--- config.mk ---
export PLATFORM = sky130hd
export DESIGN_NAME = pipe_cache
export DESIGN_NICKNAME = d
export VERILOG_FILES = /design/src/rtl/pipe_cache_pkg.sv /design/src/rtl/pipe_cache_data_array.sv /design/src/rtl/pipe_cache.sv
export SDC_FILE = /design/constraint.sdc
export NUM_CORES = 1
export LEC_CHECK = 0
export ABC_AREA = 1
export CAP_MARGIN = 40
export CORE_MARGIN = 2
export CORE_UTILIZATION = 27
export CTS_BUF_LIST = sky130_fd_sc_hd__clkbuf_8
export DETAILED_ROUTE_END_ITERATION = 7
export SYNTH_ARGS = -nofsm -noshare
export SYNTH_HDL_FRONTEND = slang
export SYNTH_SLANG_ARGS = --single-unit
--- constraint.sdc ---
create_clock -name clk -period 8.21 [get_ports clk]
set_input_delay 2.463 -clock clk [delete_from_list [all_inputs] [get_ports clk]]
set_output_delay 2.463 -clock clk [all_outputs]
set_load 0.02 [all_outputs]
--- src/rtl/pipe_cache_pkg.sv ---
// Shared types and address-split width helpers for the direct-mapped pipe_cache.
package pipe_cache_pkg;

    typedef enum logic [1:0] {
        IDLE,
        FILL,
        DRAIN
    } state_e;

    function automatic int off_w(input int words);
        return $clog2(words);
    endfunction

    function automatic int idx_w(input int sets);
        return $clog2(sets);
    endfunction

    // Byte bit 0 is dropped, so the tag is whatever remains above index/offset.
    function automatic int tag_w(input int addr_w, input int sets, input int words);
        return addr_w - 1 - $clog2(sets) - $clog2(words);
    endfunction

endpackage

--- src/rtl/pipe_cache_data_array.sv ---
// Reset-free line storage: one combinational read port, one synchronous write port.
module cache_data_array
    import pipe_cache_pkg::*;
#(
    parameter int NUM_SETS        = 8,
    parameter int WORDS_PER_BLOCK = 8,
    parameter int DATA_W          = 16,
    parameter int IDX_W           = idx_w(NUM_SETS),
    parameter int OFF_W           = off_w(WORDS_PER_BLOCK)
) (
    input  logic              clk,
    input  logic              we,
    input  logic [IDX_W-1:0]  widx,
    input  logic [OFF_W-1:0]  woff,
    input  logic [DATA_W-1:0] wdata,
    input  logic [IDX_W-1:0]  ridx,
    input  logic [OFF_W-1:0]  roff,
    output logic [DATA_W-1:0] rdata
);

    logic [DATA_W-1:0] mem_q [NUM_SETS][WORDS_PER_BLOCK];

    always_ff @(posedge clk) begin
        if (we) mem_q[widx][woff] <= wdata;
    end

    assign rdata = mem_q[ridx][roff];

endmodule

--- src/rtl/pipe_cache.sv ---
// Direct-mapped write-through, no-write-allocate cache with block-fill FSM.
// Optional hit/miss counters are built when PIPE_CACHE_STATS_EN is defined.
module pipe_cache
    import pipe_cache_pkg::*;
#(
    parameter int ADDR_W          = 16,
    parameter int DATA_W          = 16,
    parameter int NUM_SETS        = 8,
    parameter int WORDS_PER_BLOCK = 8
) (
    input  logic              clk,
    input  logic              rst_n,
    input  logic              cpu_req,
    input  logic              cpu_we,
    input  logic [ADDR_W-1:0] cpu_addr,
    input  logic [DATA_W-1:0] cpu_wdata,
    output logic [DATA_W-1:0] cpu_rdata,
    output logic              stall,
    output logic              mem_req,
    output logic              mem_we,
    output logic [ADDR_W-1:0] mem_addr,
    output logic [DATA_W-1:0] mem_wdata,
    input  logic              mem_rvalid,
    input  logic [DATA_W-1:0] mem_rdata
`ifdef PIPE_CACHE_STATS_EN
    ,
    output logic [15:0]       hit_count,
    output logic [15:0]       miss_count
`endif
);

    localparam int OFF_W = off_w(WORDS_PER_BLOCK);
    localparam int IDX_W = idx_w(NUM_SETS);
    localparam int TAG_W = tag_w(ADDR_W, NUM_SETS, WORDS_PER_BLOCK);
    localparam logic [OFF_W-1:0] LAST_OFF = OFF_W'(WORDS_PER_BLOCK - 1);

    state_e                             state_q, state_d;
    logic [OFF_W-1:0]                   issue_cnt_q, issue_cnt_d;
    logic [OFF_W-1:0]                   rcv_cnt_q, rcv_cnt_d;
    logic [TAG_W-1:0]                   fill_tag_q, fill_tag_d;
    logic [IDX_W-1:0]                   fill_idx_q, fill_idx_d;
    logic [NUM_SETS-1:0]                valid_q, valid_d;
    logic [NUM_SETS-1:0][TAG_W-1:0]     tag_q, tag_d;

    logic [OFF_W-1:0]  cpu_off;
    logic [IDX_W-1:0]  cpu_idx;
    logic [TAG_W-1:0]  cpu_tag;
    logic              idle, hit, rd_hit, rd_miss, wr_hit, fill_we, last_rcv;
    logic              arr_we;
    logic [IDX_W-1:0]  arr_widx;
    logic [OFF_W-1:0]  arr_woff;
    logic [DATA_W-1:0] arr_wdata, arr_rdata;

    assign cpu_off  = cpu_addr[OFF_W:1];
    assign cpu_idx  = cpu_addr[OFF_W+IDX_W:OFF_W+1];
    assign cpu_tag  = cpu_addr[ADDR_W-1:OFF_W+IDX_W+1];

    assign idle     = (state_q == IDLE);
    assign hit      = valid_q[cpu_idx] && (tag_q[cpu_idx] == cpu_tag);
    assign rd_hit   = idle && cpu_req && !cpu_we && hit;
    assign rd_miss  = idle && cpu_req && !cpu_we && !hit;
    assign wr_hit   = idle && cpu_req && cpu_we && hit;
    assign fill_we  = !idle && mem_rvalid;
    assign last_rcv = (state_q == DRAIN) && mem_rvalid && (rcv_cnt_q == LAST_OFF);

    // Fill returns and write hits never coincide: one needs IDLE, the other excludes it.
    assign arr_we    = wr_hit || fill_we;
    assign arr_widx  = fill_we ? fill_idx_q : cpu_idx;
    assign arr_woff  = fill_we ? rcv_cnt_q  : cpu_off;
    assign arr_wdata = fill_we ? mem_rdata  : cpu_wdata;

    cache_data_array #(
        .NUM_SETS        (NUM_SETS),
        .WORDS_PER_BLOCK (WORDS_PER_BLOCK),
        .DATA_W          (DATA_W)
    ) u_data (
        .clk   (clk),
        .we    (arr_we),
        .widx  (arr_widx),
        .woff  (arr_woff),
        .wdata (arr_wdata),
        .ridx  (cpu_idx),
        .roff  (cpu_off),
        .rdata (arr_rdata)
    );

    // Outputs are held quiet while reset is asserted, even with a request present.
    always_comb begin
        stall     = 1'b0;
        mem_req   = 1'b0;
        mem_we    = 1'b0;
        mem_addr  = '0;
        mem_wdata = '0;
        cpu_rdata = '0;
        if (rst_n) begin
            stall = !idle || rd_miss;
            if (rd_hit) cpu_rdata = arr_rdata;
            if (idle && cpu_req && cpu_we) begin
                mem_req   = 1'b1;
                mem_we    = 1'b1;
                mem_addr  = cpu_addr;
                mem_wdata = cpu_wdata;
            end else if (state_q == FILL) begin
                mem_req  = 1'b1;
                mem_addr = {fill_tag_q, fill_idx_q, issue_cnt_q, 1'b0};
            end
        end
    end

    always_comb begin
        state_d     = state_q;
        issue_cnt_d = issue_cnt_q;
        rcv_cnt_d   = rcv_cnt_q;
        fill_tag_d  = fill_tag_q;
        fill_idx_d  = fill_idx_q;
        valid_d     = valid_q;
        tag_d       = tag_q;
        if (fill_we) rcv_cnt_d = rcv_cnt_q + OFF_W'(1);
        case (state_q)
            IDLE: begin
                if (rd_miss) begin
                    state_d          = FILL;
                    fill_tag_d       = cpu_tag;
                    fill_idx_d       = cpu_idx;
                    issue_cnt_d      = '0;
                    rcv_cnt_d        = '0;
                    valid_d[cpu_idx] = 1'b0;
                end
            end
            FILL: begin
                issue_cnt_d = issue_cnt_q + OFF_W'(1);
                if (issue_cnt_q == LAST_OFF) state_d = DRAIN;
            end
            DRAIN: begin
                if (last_rcv) begin
                    valid_d[fill_idx_q] = 1'b1;
                    tag_d[fill_idx_q]   = fill_tag_q;
                    state_d             = IDLE;
                end
            end
            default: state_d = IDLE;
        endcase
    end

    always_ff @(posedge clk or negedge rst_n) begin
        if (!rst_n) begin
            state_q     <= IDLE;
            issue_cnt_q <= '0;
            rcv_cnt_q   <= '0;
            fill_tag_q  <= '0;
            fill_idx_q  <= '0;
            valid_q     <= '0;
            tag_q       <= '0;
        end else begin
            state_q     <= state_d;
            issue_cnt_q <= issue_cnt_d;
            rcv_cnt_q   <= rcv_cnt_d;
            fill_tag_q  <= fill_tag_d;
            fill_idx_q  <= fill_idx_d;
            valid_q     <= valid_d;
            tag_q       <= tag_d;
        end
    end

`ifdef PIPE_CACHE_STATS_EN
    logic [15:0] hit_cnt_q, hit_cnt_d, miss_cnt_q, miss_cnt_d;
    logic        skip_q, skip_d;

    // The cycle right after a fill replays the held read; it was already counted as a miss.
    always_comb begin
        hit_cnt_d  = hit_cnt_q;
        miss_cnt_d = miss_cnt_q;
        skip_d     = last_rcv;
        if (idle && cpu_req && !skip_q) begin
            if (hit) begin
                if (hit_cnt_q != 16'hFFFF) hit_cnt_d = hit_cnt_q + 16'd1;
            end else begin
                if (miss_cnt_q != 16'hFFFF) miss_cnt_d = miss_cnt_q + 16'd1;
            end
        end
    end

    always_ff @(posedge clk or negedge rst_n) begin
        if (!rst_n) begin
            hit_cnt_q  <= '0;
            miss_cnt_q <= '0;
            skip_q     <= 1'b0;
        end else begin
            hit_cnt_q  <= hit_cnt_d;
            miss_cnt_q <= miss_cnt_d;
            skip_q     <= skip_d;
        end
    end

    assign hit_count  = hit_cnt_q;
    assign miss_count = miss_cnt_q;
`endif

endmodule

==> results of run 1 <==
## cells by family after synthesis
group / count (synthesis) / share of synthesized area [%]
buf+inv: 273 / 2.77
simple gates: 1395 / 13.2
compound gates: 547 / 7.58
xor+xnor: 1 / 0.0201
flops: 1124 / 76.4
fa+ha+maj: 4 / 0.115
## cell usage after synthesis, drive strengths merged (4+ instances only)
cell | n | area [µm²]
or2 | 19 | 119
o21ai | 157 | 786
a21oi | 11 | 55.1
edfxtp | 1024 | 30700
inv | 97 | 364
o22a | 34 | 298
ha | 4 | 50.1
and2 | 10 | 62.6
buf | 105 | 574
o22ai | 342 | 2140
nor2 | 627 | 2370
nand3 | 167 | 841
clkinv | 4 | 16.3
dfrtp | 100 | 2500
nand2 | 473 | 1780
clkbuf | 67 | 251
nand4 | 43 | 269
nor3 | 52 | 260
## power by group
part	leakage, nW	switching, mW	internal [mW]
Sequential	10.6	0.0697	6.81
Combinational	5.30	1.33	0.359
Clock	1.86	2.19	2.14
Total	17.8	3.59	9.32
## routing by layer
metal	global-route usage, %	vias to the layer above	part of all wire (%)
met3	3.10	192	9.5
met4	4.01	2	1.9
met1	21.5	14400	43
met2	23.9	1451	46
met5	0	-	0.010
li1	-	12800	-
## area by class of cell
class | instances | area [µm²]
diodes | 2 | 5.00
flip-flops and latches | 1124 | 33300
multi-input cells | 1947 | 9250
fillers | 15900 | 109000
inverters | 101 | 380
well taps | 2160 | 2700
clock buffers | 187 | 2570
repair buffers | 284 | 2700
clock inverters | 119 | 612
## through the flow
step	setup WS, ns	hold WS [ns]	power, mW	instances
global placement	0.138	0.465	8.63	5609
CTS	0.156	0.487	13.0	5921
finish	0.203	0.482	12.9	5924
detailed placement	0.177	0.473	8.67	5615
global route	0.0232	0.500	13.4	5923
floorplan	1.62	0.453	7.83	3344
## what timing repair did
action,in CTS,in global routing
gates resized for setup,0,1
setup endpoints to repair,0,1
hold endpoints to repair,0,0
## critical path: cells and delay by family
family,cells,cell delay (ns)
buffers and inverters,5,1.52
AND/OR/NAND/NOR,9,1.51
## state kept, by name, indices dropped and copies added (netlist names)
| name | count |
|---|---|
| valid_q | 8 |
| state_q | 2 |
| rcv_cnt_q | 3 |
| issue_cnt_q | 3 |
| tag_q | 72 |
| fill_tag_q | 9 |
| fill_idx_q | 3 |
| u_data.mem_q | 1024 |
## path summary, 6_finish.rpt
kind	from	endpoint	slack, ns	cells after the start
worst max-delay path	cpu_addr[5]	cpu_rdata[4]	0.20	14
worst max register to register	state_q[1]$_DFFE_PN0P_	u_data.mem_q[0][122]$_DFFE_PP_	4.37	10
max in group asynchronous	rst_n	fill_idx_q[2]$_DFFE_PN0P_	5.38	2
min in group asynchronous	rst_n	tag_q[6]$_DFFE_PN0P_	1.59	1
worst min register to register	fill_tag_q[8]$_DFFE_PN0P_	fill_tag_q[8]$_DFFE_PN0P_	0.48	2
worst min-delay path	fill_tag_q[8]$_DFFE_PN0P_	fill_tag_q[8]$_DFFE_PN0P_	0.48	2
==> results.md, run 1 <==
- Die area: approximately 0.16 mm²
- H-tree depth: 4
- Critical path class: input pin to primary output
- Crit end category: primary output
- EDFF count, synth: 1024
- Final setup violation count: 0
- First-pass DRT Iterations: 5
- Initial drt markers: about 3800
- Drt wl/cell: roughly 22 µm
- Required time worst endpoint: roughly 5.8 ns
- Core Util, Final: between 30% and 40%
- Mapped Cells: 3344
- Syn Area/Cell: ~13 µm²
- Worst path slowest cell: clkdlybuf4s50_1
- Clock sink count: around 1100
- Initial Utilization: a little over a quarter
- Pwr Density: 251 mW/mm²
- Largest net degree at the start of global routing: 65
- Clock buffer depth: 3
- Hold WC Path Type: register to register
- Fin crit share: a little over nine tenths
- Final Hold Violating Endpoints: 0
- Yosys warns: 0
- Die width: around 400 µm
- Layout Nets: 3693
- CP cell instances: clkdlybuf4s50_1 -> nand2_1 -> inv_1 -> nand2_4 -> buf_12 -> buf_4 -> nor2_1 -> nor2_1 -> nand4_1 -> nand3_1 -> nand3_1 -> and2_1 -> nor2_1 -> buf_4
- Most frequent cell on the critical path: nor2_1
- Outcome: complete, no violations
- Clk Latency, worst-skew pair: roughly 0.88 ns
- RSZ-0062 raised after global routing: false
- Final TNS setup: 0 ns
- Clock transition at path regs: around 0.050 ns
- Core ar.: 0.160 mm²
- Via density: approximately 4.9
- Rel. slew slack: 35.6%
- Die Y-Extent: 406 µm
- CTS tree: done
- Post-DP Area: between 0.04 and 0.05 mm²
- Post-DP HPWL: roughly 74 mm
- Max-cap check violation count: 0
- Routed Antenna Nets: 0
- Initial antenna violation count: 3
- Max frequency: around 120 MHz
- Peak supply drop: about 130 µV
- Final wirelength: about 130 mm
- Library cells used by synthesis: 34
- Final Max Tran Viols: 0
- Via count: roughly 29000
- Finished Cell Area: between 0.05 and 0.06 mm²
- # DRC: 0
- Number of synthesized register bits: 1124
- Crit start category: input pin
- Async S/R FF share, synth: under 10%
- Synth Net Count: between 3000 and 4000
- Share of cells above drive strength 1: approximately 13%
- Hold-fix buffers at CTS: 0
- First-pass GRT wire length: approximately 190 mm
- GPL Wtd Cong: 0.841
- Worst Tran Pin Value: 0.963 ns
- CTS root buf: clkbuf_8
- Largest stage delay, worst path: ~0.56 ns
- Mapped cell area: approximately 0.044 mm²
- TritonCTS buffer count: 178
- Crit path DAT: 5.54 ns
- Rows: ~150
- Io pins: 104
- Synth-to-layout area growth: 18.2%
- Ys flop type: edfxtp_1
- Most frequent cells in the layout: edfxtp_1, nor2_1, nand2_1
- LEAKAGE: 17.8 nW
- IO Port Bufs: 103
- Post-CTS setup buffer count: 0
- Worst clock skew: 0.0529 ns
- GRT Residual Overflow: 0
- Min Tclk post-route: around 8.0 ns
- Global Route Usage Sum: 15.2%
- Post-synthesis sequential area ratio: roughly three quarters
- Critical path peak fanout: 22
- Most common cell after layout, fill and taps aside: edfxtp_1
- Vias in the first global route: around 28000
(Power assumes the default switching activity.)
==> run 2, diff against run 1 <==
==> constraint.sdc (replaced) <==
create_clock -name clk -period 8.21 [get_ports clk]
set_input_delay 1.642 -clock clk [delete_from_list [all_inputs] [get_ports clk]]
set_output_delay 1.642 -clock clk [all_outputs]
set_load 0.02 [all_outputs]
==> run 2 against run 1 <==
Clock power down 4%. Maximum frequency up 9.9%. Power down 1.3%. Largest cell class unchanged. Largest power group unchanged. Highest routed layer unchanged.
==> results.md, run 2 (synthesized netlist as in run 1, its figures left out) <==
- Final setup violation count: 0 (unchanged)
- Hold WC Path Type: register to register
- NetSw: 3.55 mW (-1.1%)
- Most common cell after layout, fill and taps aside: edfxtp_1
- Post-cts resize count: 0 (unchanged)
- Internal power: 9.19 mW (-1.4%)
- Most flop-heavy register: u_data.mem_q
- Share of cells above drive strength 1: 10.8% (-1.9 points)
- Final wirelength: 128 mm (about the same)
- Die area: 0.165 mm² (unchanged)
- Final Max Tran Viols: 0 (unchanged)
- Seq pwr share: 54.0% (+0.7 points)
- Global Route Usage Sum: 15.3% (+0.052 points)
- Fin crit share: 88.8% (-8.8 points)
- Final TNS setup: 0 ns (unchanged)
- Min Tclk post-route: 7.29 ns (-0.719 ns)
- First-pass GRT wire length: 186 mm (+0.14%)
- Core Util, Final: 31.7% (-0.36 points)
- Die Y-Extent: 406 µm (unchanged)
- IO Port Bufs: 103 (unchanged)
- RSZ-0062 raised after global routing: false
- Die width: 406 µm (unchanged)
- Largest net degree at the start of global routing: 78 (+20%)
- Initial antenna violation count: 2 (-1)
- Post-CTS setup buffer count: 0 (unchanged)
- Regs by FF count: u_data.mem_q (1024), tag_q (72), fill_tag_q (9)
- Crit path DAT: 5.65 ns (+0.11 ns)
- GPL Wtd Cong: 0.867 (+3.0%)
- Critical path class: input pin to primary output
- Most frequent cells in the layout: edfxtp_1, nor2_1, nand2_1
- Crit end category: primary output
- Outcome: complete, no violations
- Clk Latency, worst-skew pair: 0.87 ns (about the same)
- Rel. slew slack: 34.6% (-1.0 points)
- Hold-fix buffers at CTS: 0 (unchanged)
- Clock buffer depth: 3 (unchanged)
- Initial drt markers: 3922 (+4.6%)
- Logic pwr share: 13.2% (about the same)
- Core ar.: 0.160 mm² (unchanged)
- Layout Nets: 3634 (-1.6%)
- TritonCTS buffer count: 170 (-4.5%)
- Post-DP HPWL: 72.8 mm (-2.0%)
- Synth-to-layout area growth: 16.9%
- Routed Antenna Nets: 0 (unchanged)
- Max-cap check violation count: 0 (unchanged)
- Crit start category: input pin
- Switching fraction of total power: 27.9% (+0.067 points)
- Io pins: 104 (unchanged)
- Worst clock skew: 0.0446 ns (-0.00827 ns)
- Peak supply drop: 143 µV (+6.5%)
- Drt wl/cell: 21.9 µm (+1.2%)
- # DRC: 0 (unchanged)
- Rows: 147 (unchanged)
- Via density: 4.89 (+0.35%)
- H-tree depth: 4 (unchanged)
- Clock power share: 32.7% (-0.9 points)
- Required time worst endpoint: 6.57 ns (+0.82 ns)
- LEAKAGE: 17.4 nW (-2.2%)
- GRT Residual Overflow: 0 (unchanged)
- Clock transition at path regs: 0.06 ns (about the same)
- CTS tree: done
- First-pass DRT Iterations: 5 (unchanged)
- Worst Tran Pin Value: 0.971 ns (+0.00845 ns)
- Max frequency: 137 MHz (+9.9%)
- Via count: 28700 (-0.73%)
- Critical path peak fanout: 46 (+110%)
- Pwr Density: 250 mW/mm² (-0.18%)
- Largest register FFs: 1024 (unchanged)
- Initial Utilization: 27.2% (unchanged)
- CTS root buf: clkbuf_8
- Vias in the first global route: 27600 (-0.22%)
- Clock sink count: 1124 (unchanged)
- Final Hold Violating Endpoints: 0 (unchanged)
[run 2: area by class of cell]
cell class / count / area (µm²)
sequential: 1124 / 33300
antenna: 1 / 2.50
inverter: 101 / 380
timing repair buffer: 233 / 2320
clock buffer: 174 / 2390
tap: 2160 / 2700
fill: 15900 / 109000
clock inverter: 120 / 587
multi-input combinational: 1947 / 9250
[run 2: path summary, 6_finish.rpt]
kind | from | endpoint | slack [ns] | cells after the start
max | cpu_addr[6] | cpu_rdata[15] | 0.92 | 14
min | tag_q[11]$_DFFE_PN0P_ | tag_q[11]$_DFFE_PN0P_ | 0.48 | 2
max reg2reg | state_q[1]$_DFFE_PN0P_ | u_data.mem_q[2][111]$_DFFE_PP_ | 4.37 | 11
min reg2reg | tag_q[11]$_DFFE_PN0P_ | tag_q[11]$_DFFE_PN0P_ | 0.48 | 2
max in group asynchronous | rst_n | valid_q[0]$_DFFE_PN0P_ | 6.60 | 3
min in group asynchronous | rst_n | tag_q[45]$_DFFE_PN0P_ | 0.73 | 1
[run 2: power groups by stage]
stage	combinational, mW	clock, mW	sequential (mW)
after CTS	1.67	4.24	6.88
final	1.68	4.17	6.88
after floorplan	0.833	0	7.00
after global placement	1.63	0	6.99
after global routing	1.81	4.49	6.90
after detailed placement	1.67	0	7.00
[run 2: per-layer routing]
metal  track usage [%]  vias up  part of all wire, %
met5                 0        -               0.0086
met4              4.39        2                  2.0
met1              21.7    14300                   43
met2              23.3     1469                   44
li1                  -    12700                    -
met3              3.55      196                   10
[run 2: worst max-delay path: stages]
cell and delay, ns:
clkdlybuf4s50_1 0.66, inv_2 0.27, nor2_2 0.13, nand2_4 0.58, buf_12 0.33, nor2_1 0.08
nor3_1 0.16, nand2_1 0.08, nor3_1 0.36, o21ai_0 0.17, nand2_1 0.21, nand2_1 0.14
nor2_1 0.10, clkdlybuf4s50_1 0.67
[run 2: stage by stage]
stage          hold slack [ns]  instance area [µm²]  instances  worst slack (ns)  power [mW]
2_1_floorplan            0.453                43500       3344              3.00        7.83
3_3_place_gp             0.466                47700       5551             0.970        8.62
3_5_place_dp             0.473                47900       5565             0.881        8.67
4_1_cts                  0.488                50900       5859             0.870        12.8
5_1_grt                  0.503                50900       5860             0.647        13.2
6_report                 0.485                50900       5860             0.922        12.7
